==> src/rtl/mac_seq_pkg.sv <==
// rtl/mac_seq_pkg.sv - shared types and constants for the matrix-vector sequencer
package mac_seq_pkg;

  typedef enum logic [2:0] {
    IDLE      = 3'd0,
    CLEAR     = 3'd1,
    WAIT_LOAD = 3'd2,
    RUN       = 3'd3,
    FLUSH     = 3'd4,
    DRAIN     = 3'd5,
    DONE      = 3'd6
  } state_t;

  localparam int DEF_DATA_WIDTH = 8;
  localparam int DEF_NUM_MACS   = 8;
  localparam int DEF_VEC_LEN    = 8;
  localparam int DEF_ACC_WIDTH  = 24;
  localparam int DEF_MAC_LAT    = 1;

  // Last skewed step index: row NUM_MACS-1 finishes VEC_LEN-1 steps after it starts.
  function automatic int step_last_f(input int vec_len, input int num_macs);
    return vec_len + num_macs - 2;
  endfunction

  // One cycle for the final FIFO read to reach the MAC, then MAC_LAT for it to land.
  function automatic int flush_cyc_f(input int mac_lat);
    return 1 + mac_lat;
  endfunction

  localparam int STEP_LAST = step_last_f(DEF_VEC_LEN, DEF_NUM_MACS);
  localparam int FLUSH_CYC = flush_cyc_f(DEF_MAC_LAT);

endpackage

==> src/rtl/matvec_sequencer_skew.sv <==
// rtl/matvec_sequencer_skew.sv - per-row pop window decode and stall check
//
// Purpose: for skew step t, decide which FIFOs must pop and whether any of
// them is empty (in which case the whole step is withheld).
// Ports:
//   t            in   current step index
//   fifo_a_empty in   per-row A FIFO empty flags
//   fifo_b_empty in   B FIFO empty flag
//   req_a        out  row i pops when i <= t < i+VEC_LEN
//   req_b        out  B pops when t < VEC_LEN
//   stall        out  some required FIFO is empty
module seq_skew_gen #(
  parameter int NUM_MACS = 8,
  parameter int VEC_LEN  = 8,
  parameter int T_W      = 4
) (
  input  logic [T_W-1:0]      t,
  input  logic [NUM_MACS-1:0] fifo_a_empty,
  input  logic                fifo_b_empty,
  output logic [NUM_MACS-1:0] req_a,
  output logic                req_b,
  output logic                stall
);

  logic [31:0] tv;

  always_comb begin
    tv    = 32'(t);
    req_a = '0;
    for (int i = 0; i < NUM_MACS; i++) begin
      req_a[i] = (tv >= 32'(i)) && (tv < 32'(i + VEC_LEN));
    end
    req_b = (tv < 32'(VEC_LEN));
    stall = (|(req_a & fifo_a_empty)) | (req_b & fifo_b_empty);
  end

endmodule

==> src/rtl/matvec_sequencer.sv <==
// rtl/matvec_sequencer.sv - sequences one skewed 8x8 matrix-vector multiply
//
// Purpose: clear the MACs, wait for the FIFOs to be loaded, pop them with a
// one-cycle-per-row skew (stalling whole steps on empty), flush the MAC
// pipeline, snapshot the accumulators and stream them out with valid/ready.
// Ports:
//   clk, rst_n          clock, asynchronous active-low reset
//   start               job start pulse (IDLE/DONE only)
//   load_done           FIFOs loaded (sampled in WAIT_LOAD only)
//   fifo_a_empty/rden   per-row A FIFO status / pop
//   fifo_b_empty/rden   B FIFO status / pop
//   mac_clr, mac_en     MAC clear and per-MAC accumulate enable
//   mac_result          packed accumulators, MAC i at [i*ACC_WIDTH +: ACC_WIDTH]
//   res_data/idx/valid  result stream, res_ready from the consumer
//   busy, done          activity and completion levels
//   state_out           current state encoding
module matvec_sequencer
  import mac_seq_pkg::*;
#(
  parameter int DATA_WIDTH = DEF_DATA_WIDTH,
  parameter int NUM_MACS   = DEF_NUM_MACS,
  parameter int VEC_LEN    = DEF_VEC_LEN,
  parameter int ACC_WIDTH  = DEF_ACC_WIDTH,
  parameter int MAC_LAT    = DEF_MAC_LAT
) (
  input  logic                          clk,
  input  logic                          rst_n,
  input  logic                          start,
  input  logic                          load_done,
  input  logic [NUM_MACS-1:0]           fifo_a_empty,
  output logic [NUM_MACS-1:0]           fifo_a_rden,
  input  logic                          fifo_b_empty,
  output logic                          fifo_b_rden,
  output logic                          mac_clr,
  output logic [NUM_MACS-1:0]           mac_en,
  input  logic [NUM_MACS*ACC_WIDTH-1:0] mac_result,
  output logic [ACC_WIDTH-1:0]          res_data,
  output logic [$clog2(NUM_MACS)-1:0]   res_idx,
  output logic                          res_valid,
  input  logic                          res_ready,
  output logic                          busy,
  output logic                          done,
  output logic [2:0]                    state_out
);

  localparam int T_W       = $clog2(VEC_LEN + NUM_MACS);
  localparam int K_W       = $clog2(NUM_MACS) + 1;
  localparam int IDX_W     = $clog2(NUM_MACS);
  localparam int STEP_LST  = step_last_f(VEC_LEN, NUM_MACS);
  localparam int FLUSH_N   = flush_cyc_f(MAC_LAT);
  localparam int F_W       = $clog2(FLUSH_N) + 1;
  // t counts steps already issued; T_END means the last step is on the pop lines.
  localparam logic [T_W-1:0] T_END  = T_W'(STEP_LST + 1);
  localparam logic [K_W-1:0] K_LAST = K_W'(NUM_MACS - 1);
  localparam logic [F_W-1:0] F_LAST = F_W'(FLUSH_N - 1);

  // A dot product of DATA_WIDTH operands must at least hold one full product.
  if (ACC_WIDTH < 2 * DATA_WIDTH) begin : g_acc_width_chk
    $error("ACC_WIDTH narrower than one DATA_WIDTH product");
  end

  state_t                 state, state_n;
  logic [T_W-1:0]         t, t_n;
  logic [K_W-1:0]         k, k_n, k_inc;
  logic [F_W-1:0]         fcnt, fcnt_n;
  logic [NUM_MACS-1:0]    rden_a_n;
  logic                   rden_b_n;
  logic                   clr_n, valid_n, busy_n, done_n, snap_take;
  logic [ACC_WIDTH-1:0]   data_n;
  logic [IDX_W-1:0]       idx_n;
  logic [ACC_WIDTH-1:0]   snap [NUM_MACS];

  logic [NUM_MACS-1:0]    req_a;
  logic                   req_b, stall;

  seq_skew_gen #(
    .NUM_MACS (NUM_MACS),
    .VEC_LEN  (VEC_LEN),
    .T_W      (T_W)
  ) u_skew (
    .t            (t),
    .fifo_a_empty (fifo_a_empty),
    .fifo_b_empty (fifo_b_empty),
    .req_a        (req_a),
    .req_b        (req_b),
    .stall        (stall)
  );

  assign k_inc     = k + K_W'(1);
  assign state_out = state;

  // Pops are registered, so step t is decided on the edge that starts the
  // cycle its rden is visible: step 0 is decided on the WAIT_LOAD->RUN edge and
  // RUN ends once the last step's pop has been presented.
  always_comb begin
    state_n   = state;
    t_n       = t;
    k_n       = k;
    fcnt_n    = fcnt;
    rden_a_n  = '0;
    rden_b_n  = 1'b0;
    valid_n   = 1'b0;
    data_n    = res_data;
    idx_n     = res_idx;
    snap_take = 1'b0;

    case (state)
      IDLE: begin
        if (start) state_n = CLEAR;
      end
      CLEAR: begin
        t_n     = '0;
        state_n = WAIT_LOAD;
      end
      WAIT_LOAD: begin
        if (load_done) begin
          state_n = RUN;
          if (!stall) begin
            rden_a_n = req_a;
            rden_b_n = req_b;
            t_n      = t + T_W'(1);
          end
        end
      end
      RUN: begin
        if (t == T_END) begin
          state_n = FLUSH;
          fcnt_n  = '0;
        end else if (!stall) begin
          rden_a_n = req_a;
          rden_b_n = req_b;
          t_n      = t + T_W'(1);
        end
      end
      FLUSH: begin
        if (fcnt == F_LAST) begin
          // Row 0 is forwarded straight from the accumulators so the first beat
          // is ready in the cycle DRAIN is entered.
          state_n   = DRAIN;
          snap_take = 1'b1;
          k_n       = '0;
          valid_n   = 1'b1;
          data_n    = mac_result[ACC_WIDTH-1:0];
          idx_n     = '0;
        end else begin
          fcnt_n = fcnt + F_W'(1);
        end
      end
      DRAIN: begin
        valid_n = 1'b1;
        if (res_valid && res_ready) begin
          if (k == K_LAST) begin
            state_n = DONE;
            valid_n = 1'b0;
          end else begin
            k_n    = k_inc;
            data_n = snap[k_inc[IDX_W-1:0]];
            idx_n  = k_inc[IDX_W-1:0];
          end
        end
      end
      DONE: begin
        if (start) state_n = CLEAR;
      end
      default: state_n = IDLE;
    endcase

    clr_n  = (state_n == CLEAR);
    busy_n = (state_n != IDLE) && (state_n != DONE);
    done_n = (state_n == DONE);
  end

  always_ff @(posedge clk or negedge rst_n) begin
    if (!rst_n) begin
      state       <= IDLE;
      t           <= '0;
      k           <= '0;
      fcnt        <= '0;
      fifo_a_rden <= '0;
      fifo_b_rden <= 1'b0;
      mac_en      <= '0;
      mac_clr     <= 1'b0;
      res_valid   <= 1'b0;
      res_data    <= '0;
      res_idx     <= '0;
      busy        <= 1'b0;
      done        <= 1'b0;
    end else begin
      state       <= state_n;
      t           <= t_n;
      k           <= k_n;
      fcnt        <= fcnt_n;
      fifo_a_rden <= rden_a_n;
      fifo_b_rden <= rden_b_n;
      mac_en      <= fifo_a_rden;   // FIFO data arrives one cycle after the pop
      mac_clr     <= clr_n;
      res_valid   <= valid_n;
      res_data    <= data_n;
      res_idx     <= idx_n;
      busy        <= busy_n;
      done        <= done_n;
    end
  end

  always_ff @(posedge clk or negedge rst_n) begin
    if (!rst_n) begin
      for (int i = 0; i < NUM_MACS; i++) snap[i] <= '0;
    end else if (snap_take) begin
      for (int i = 0; i < NUM_MACS; i++) snap[i] <= mac_result[i*ACC_WIDTH +: ACC_WIDTH];
    end
  end

endmodule
==> config.mk <==
export PLATFORM = sky130hd
export DESIGN_NAME = matvec_sequencer
export DESIGN_NICKNAME = d
export VERILOG_FILES = /design/src/rtl/mac_seq_pkg.sv /design/src/rtl/matvec_sequencer_skew.sv /design/src/rtl/matvec_sequencer.sv
export SDC_FILE = /design/constraint.sdc
export NUM_CORES = 1
export LEC_CHECK = 0
export BUFFER_PORTS_ARGS = -buffer_cell sky130_fd_sc_hd__buf_2
export CAP_MARGIN = 20
export CELL_PAD_IN_SITES_DETAIL_PLACEMENT = 1
export CELL_PAD_IN_SITES_GLOBAL_PLACEMENT = 2
export CORE_ASPECT_RATIO = 2
export CORE_MARGIN = 2
export CORE_UTILIZATION = 30
export CTS_CLUSTER_DIAMETER = 40
export CTS_CLUSTER_SIZE = 8
export DETAILED_ROUTE_END_ITERATION = 12
export GPL_ROUTABILITY_DRIVEN = 0
export PLACE_DENSITY = 0.88
export SLEW_MARGIN = 20
export SYNTH_ARGS = -nofsm -noshare
export SYNTH_HDL_FRONTEND = slang
export SYNTH_HIERARCHICAL = 1
export SYNTH_SLANG_ARGS = --single-unit
==> constraint.sdc <==
create_clock -name clk -period 2.2 [get_ports clk]
set_input_delay 0.44 -clock clk [delete_from_list [all_inputs] [get_ports clk]]
set_output_delay 0.44 -clock clk [all_outputs]
set_load 0.05 [all_outputs]
* Word-level counts from Yosys, hierarchy flattened
Index checks and enable logic that the tools add are counted.
** Storage, ports and cells
- Output and inout bits :: 51
- Register bits after elaboration :: 253
- Logic and storage cells :: 124
- Input bits :: 206
** Cells by class
- Eq/ne operators :: 19
- Bitwise logic cells :: 4
- Order comparisons :: 16
- Reduce and logical (&&, ||, !) cells :: 19
- Add/sub/neg operators :: 3
- Mux-type cells :: 42
** Operators by type and width (number)
- 24-bit two-way mux :: 5
- 24-bit binary-select mux with 3-bit select :: 1
- 24-bit one-hot mux with 2 select lines :: 1
- 4-bit < comparator, second input constant :: 8
- 3-bit two-way mux :: 9
- 4-bit two-way mux :: 6
- 8-bit two-way mux :: 3
- 3-bit one-hot mux with 6 select lines :: 1
- 4-bit by 3-bit >= comparator with 1-bit output, second input constant :: 4
- 8-bit one-hot mux with 2 select lines :: 1
- 2-bit inequality test, second input constant :: 7
- 3-bit == test, second input constant :: 4
- 4-bit one-hot mux with 3 select lines :: 1
- 1-bit logical AND :: 9
- 4-bit by 1-bit adder with 4-bit output, second input constant :: 2
- 8-bit bitwise AND :: 1
- 4-bit by 2-bit >= comparator with 1-bit output, second input constant :: 2
- 4-bit one-hot mux with 2 select lines :: 1
- 8-bit OR reduction :: 1
- 1-bit two-way mux :: 7
- 3-bit by 1-bit == test with 1-bit output, second input constant :: 2
- 3-bit by 2-bit == test with 1-bit output, second input constant :: 2
- 3-bit one-hot mux with 2 select lines :: 1
- 3-bit AND reduction :: 2
- other kinds (18) :: 22

* Logic depth before layout (Yosys ltp)
- Word-level depth :: 8
- Depth in mapped cells :: 10
- Gate-level depth less buffers :: 10

* Hierarchy
Netlist, hierarchy kept.
** Modules (own cells, without submodules)
- matvec_sequencer :: cells an instance 1207, seq. area each 6256.0 um^2, area an instance 11342.1 um^2, instances 1
- seq_skew_gen :: cells an instance 32, seq. area each 0.0 um^2, area an instance 274.0 um^2, instances 1

* Worst setup path after synthesis
OpenSTA, ideal clock, no wires.
- Kind :: register -> register
- From :: register t[3]
- To :: register t[1]
- Cell stages (with the launch flop) :: 10
- Buffers on the path :: 0
- Path slack :: -0.112 ns
- Arrival time :: 2.233 ns
- Required time :: 2.121 ns
- Setup time :: 0.079 ns
- Period minus slack after synthesis :: 2.312 ns
- Cells stage by stage :: dfrtp_1 -> inv_1 -> ha_1 -> o311a_4 -> a22oi_2 -> nand3_1 -> a31oi_1 -> o21ai_0 -> a21oi_1 -> mux2i_1
** On the way
- Elaborated cells on any way between the ends :: 33
- Those cells by class :: order compare: 15; eq/ne: 2; mux: 4; bitwise: 3; reduce/logical: 9
** RTL lines
- from (decl) :: line matvec_sequencer.sv:63 : logic [T_W-1:0] t, t_n;
- from (signal assigned) :: line matvec_sequencer.sv:190 : t <= t_n;
- 4-bit < comparator (*) :: line matvec_sequencer_skew.sv:33 : req_b = (tv < 32'(VEC_LEN));
- via req_b :: line matvec_sequencer.sv:74 : logic req_b, stall;
- 8-bit bitwise AND :: line matvec_sequencer_skew.sv:34 : stall = (|(req_a & fifo_a_empty)) | (req_b & fifo_b_empty);
- 8-bit OR reduction :: line matvec_sequencer_skew.sv:34
- 1-bit OR (*) :: line matvec_sequencer_skew.sv:34
- via stall :: line matvec_sequencer.sv:74
- 4-bit two-way mux (*)
- 4-bit two-way mux (on tied branches)
- 4-bit one-hot mux with 3 select lines (*)
Mark *: on every way through the listed nets, which the timed path passes. The rest lies on a longest branch. The select of a mux whose other input is x is not followed.
A chain may end at the register's enable or synchronous reset.

* Final worst setup path
- From :: register t[2]
- To :: register t[1]
** On the way
- Longest elaborated chain between the ends :: 8
- Elaborated cells on any way between the ends :: 33
- Those cells by class :: order compare: 15; eq/ne: 2; mux: 4; bitwise: 3; reduce/logical: 9
** Ends and longest elaborated chain
- 4-bit by 2-bit >= comparator with 1-bit output or 4-bit < comparator (tied branches) :: line matvec_sequencer_skew.sv:31 : req_a[i] = (tv >= 32'(i)) && (tv < 32'(i + VEC_LEN));
- 1-bit logical AND (*) :: line matvec_sequencer_skew.sv:31
- via req_a[3] :: line matvec_sequencer.sv:73 : logic [NUM_MACS-1:0] req_a;
- 8-bit bitwise AND (*) :: line matvec_sequencer_skew.sv:34
- 8-bit OR reduction (*) :: line matvec_sequencer_skew.sv:34
- 1-bit OR (*) :: line matvec_sequencer_skew.sv:34
- via stall :: line matvec_sequencer.sv:74
- 4-bit two-way mux (*)
- 4-bit two-way mux (on tied branches)
- 4-bit one-hot mux with 3 select lines (*)
Marks and branches as above.

==> flow_metrics.py <==
metrics = {
    "global_route": {
        "grt_overflow": 0,
        "grtUsageTotal_pct": 18.3,
        "grt_pass1_wl_mm": 58.0,
        "grt_pass1_vias": 10396,
        "grt_max_degree": 66,
        "grt_antenna_before_repair": 9,
    },
    "timing": {
        "rsz0062_at_grt": "yes",
        "hold_viol_final": 0,
        "relSlewSlack_pct": 54.9,
        "drv_slew": 0,
        "layout_min_cycle_time_ns": 2.25,
        "finalSetupViolCount": 3,
        "timing.final.ws_setup_ns": -0.0469,
        "fin_tns_setup_ns": -0.0588,
        "timing.fmax_mhz": 445,
        "period_share_pct": 102,
        "finClkSkew_ns": 0.0168,
        "holdWs_ns": 0.0958,
        "tightest_slew_ns": 0.677,
    },
    "layout": {
        "final_core_util_pct": 38.9,
        "finalNetCount": 1714,
        "fin_area_sq_um": 15000,
        "drive_gt1_share_pct": 28.3,
        "nFillCells": 4461,
        "synthToLayoutAreaGrowth_pct": 28.8,
    },
    "worst_setup_path": {
        "critPathTopFamily": "compound AO/OA/AOI/OAI gates",
        "r2r-start": "t[2]",
        "path_max_fanout": 4,
        "critPathSlowestCell": "dfrtp_2",
        "endpoint_kind": "flop",
        "startpoint": "t[2]",
        "cpPeakStageDelay_ns": 0.44,
        "critPathKind": "reg -> reg",
        "crit_path_start_kind": "flop",
        "arrival_ns": 2.69,
        "cp.required_ns": 2.64,
        "path_buf_inv": 1,
        "path_cells": "inv_2 > ha_4 > a21boi_2 > a311oi_2 > a221oi_2 > nand3_2 > a31oi_4 > o21ai_4 > a21oi_2 > mux2i_1",
    },
    "power": {
        "leakage_nw": 6.59,
        "p_clk_share_pct": 44.5,
        "swShare_pct": 27.9,
        "p_sw_mw": 3.45,
        "p_int_mw": 8.93,
        "power_mw": 12.4,
        "p_seq_share_pct": 39.4,
        "p_comb_share_pct": 16.1,
        "irDropWorstVdd_v": 0.000473,
        "pwr_density_cell_nw_per_um2": 828,
    },
    "flow_run": {
        "cap_violations": 0,
    },
    "cts": {
        "clock_latency_ns": 0.53,
        "tritoncts": "built",
        "clockBufferDepth": 3,
        "cts_sinks": 250,
        "cts_buffers": 40,
        "htree_levels": 2,
        "cts.clk_slew.worst_paths_ns": 0.05,
        "cts_root_buffer": "clkbuf_16",
    },
    "synthesis": {
        "yosys-top-cells-count": "nand2_1 (585), dfrtp_1 (250), buf_2 (54), nand3_1 (38), nor2_1 (34)",
        "async_reset_ff_share_pct": 100,
        "synth_top_flop_cell": "dfrtp_1",
        "yosysTopAreaCellShare_pct": 53.9,
        "synthTopCellsByArea": "dfrtp_1 (54%), nand2_1 (19%), mux4_2 (4.5%)",
        "synth.avg_cell_area_sq_um": 9.38,
        "synth-edff-count": 0,
        "synthCells": 1239,
        "ys_ff_latch": 250,
        "synth_top_area_cell": "dfrtp_1",
        "postSynthNetCount": 1452,
        "yosysWarnings": 6,
        "mappedNetlistArea_sq_um": 11600,
        "synth.most_common_cell": "nand2_1",
        "ys_seq_area_share_pct": 53.9,
        "yosys.cell_types.count": 61,
    },
    "drt": {
        "dr_total_vias": 9638,
        "first_pass_iters": 4,
        "post_drt_wl_per_cell_microns": 18.0,
        "drc": 0,
        "avgViaCountPerCell": 4.73,
        "drt-total-wl_mm": 36.7,
        "ant_nets": 0,
        "drtIter0Drc": 428,
    },
    "die": {
        "initial_core_util_pct": 30.2,
        "die_y_microns": 282,
        "fp.dieW_microns": 143,
        "rows": 102,
        "dieArea_sq_um": 40400,
        "core_sq_um": 38400,
        "pin_count": 257,
    },
    "outcome": {
        "status": "finished, violations left",
        "violations": "setup timing",
    },
    "placed_design": {
        "dp_hpwl_mm": 25.8,
        "placed_area_sq_um": 13700,
        "portBuffers": 256,
    },
    "hold_path": {
        "hold_class": "in -> reg",
        "min-delay-start": "mac_result[171]",
    },
}
layout make-up:
class | count | area, sq um | area share [%]
timing repair buffer | 305 | 1890 | 12.6
antenna | 2 | 5.00 | 0.0335
multi-input combinational | 893 | 5000 | 33.4
inverter | 11 | 41.3 | 0.276
sequential | 250 | 6260 | 41.9
clock buffer | 49 | 1070 | 7.13
tap | 520 | 651 | 4.35
clock inverter | 7 | 50.0 | 0.335
stage by stage:
step,std cells,setup slack [ns]
2_1_floorplan,1239,0.00171
3_3_place_gp,1976,-0.149
3_5_place_dp,1976,-0.246
4_1_cts,2035,0.00340
5_1_grt,2037,-0.151
6_report,2037,-0.0469
layer usage:
metal | vias up | global-route usage (%) | wire [microns]
met5 | - | 0 | 68
met4 | 14 | 5.61 | 943
met3 | 70 | 4.10 | 2220
met2 | 279 | 28.8 | 16700
met1 | 4690 | 25.2 | 16700
li1 | 4585 | - | -
logic make-up after synthesis:
logic type	Yosys count	synth area share [%]
AO/OA/AOI/OAI	109	6.34
multiplexers	69	9.65
buffers and inverters	96	4.59
adder cells (fa/ha/maj)	7	0.754
AND/OR/NAND/NOR	705	24.5
flip-flops	250	53.9
XOR/XNOR	3	0.291
registers in the layout, summed over array words and instances, names as in the netlist:
name	cells
fcnt	2
res_data	24
res_valid	1
mac_en	8
state_out	3
busy	1
k	2
fifo_a_rden	8
res_idx	2
done	1
mac_clr	1
snap	192
t	4
fifo_b_rden	1
power groups by stage:
stage	Combinational, mW	Clock, mW	Sequential [mW]
2_1_floorplan	0.750	0	5.22
3_3_place_gp	1.73	0	4.93
3_5_place_dp	1.77	0	4.94
4_1_cts	1.91	5.68	4.87
5_1_grt	2.16	5.84	4.89
6_report	2.00	5.51	4.88
worst paths after layout:
kind / slack [ns] / depth (start not counted) / endpoint
worst max-delay path: -0.05 / 10 / t[1]
worst min-delay path: 0.1 / 3 / snap[3]
worst max register to register: -0.05 / 10 / t[1]
worst min register to register: 0.37 / 0 / mac_en[6]
max in group asynchronous: 1.05 / 3 / snap[37]
min in group asynchronous: 0.43 / 2 / mac_en[2]
layout by cell type (no fill, tap or decap), types with 18 or more instances in the layout:
cell type and n:
a21oi_1 32, mux2i_1 28, buf_4 30, clkbuf_16 41
buf_12 18, a31oi_1 27, buf_2 255, mux4_2 23
nand2_1 585, nor2_1 33, nand3_1 36, dfrtp_1 247
worst register-to-register path, stage by stage, from the launching register on:
cell and delay (ns):
dfrtp_2 0.44, inv_2 0.10, ha_4 0.15, a21boi_2 0.16, a311oi_2 0.07, a221oi_2 0.36, nand3_2 0.20, a31oi_4 0.23
o21ai_4 0.09, a21oi_2 0.18, mux2i_1 0.19
what timing repair did:
| item | 4_1_cts | 5_1_grt |
|---|---|---|
| buffers inserted | 2 | 0 |
| pin swaps | 5 | 6 |
| gates resized for setup | 16 | 10 |
| endpoints found under the setup margin | 13 | 13 |
| hold buffers | 1 | 0 |
| endpoints found under the hold margin | 43 | 0 |
Power figures use the tool's default switching activity.
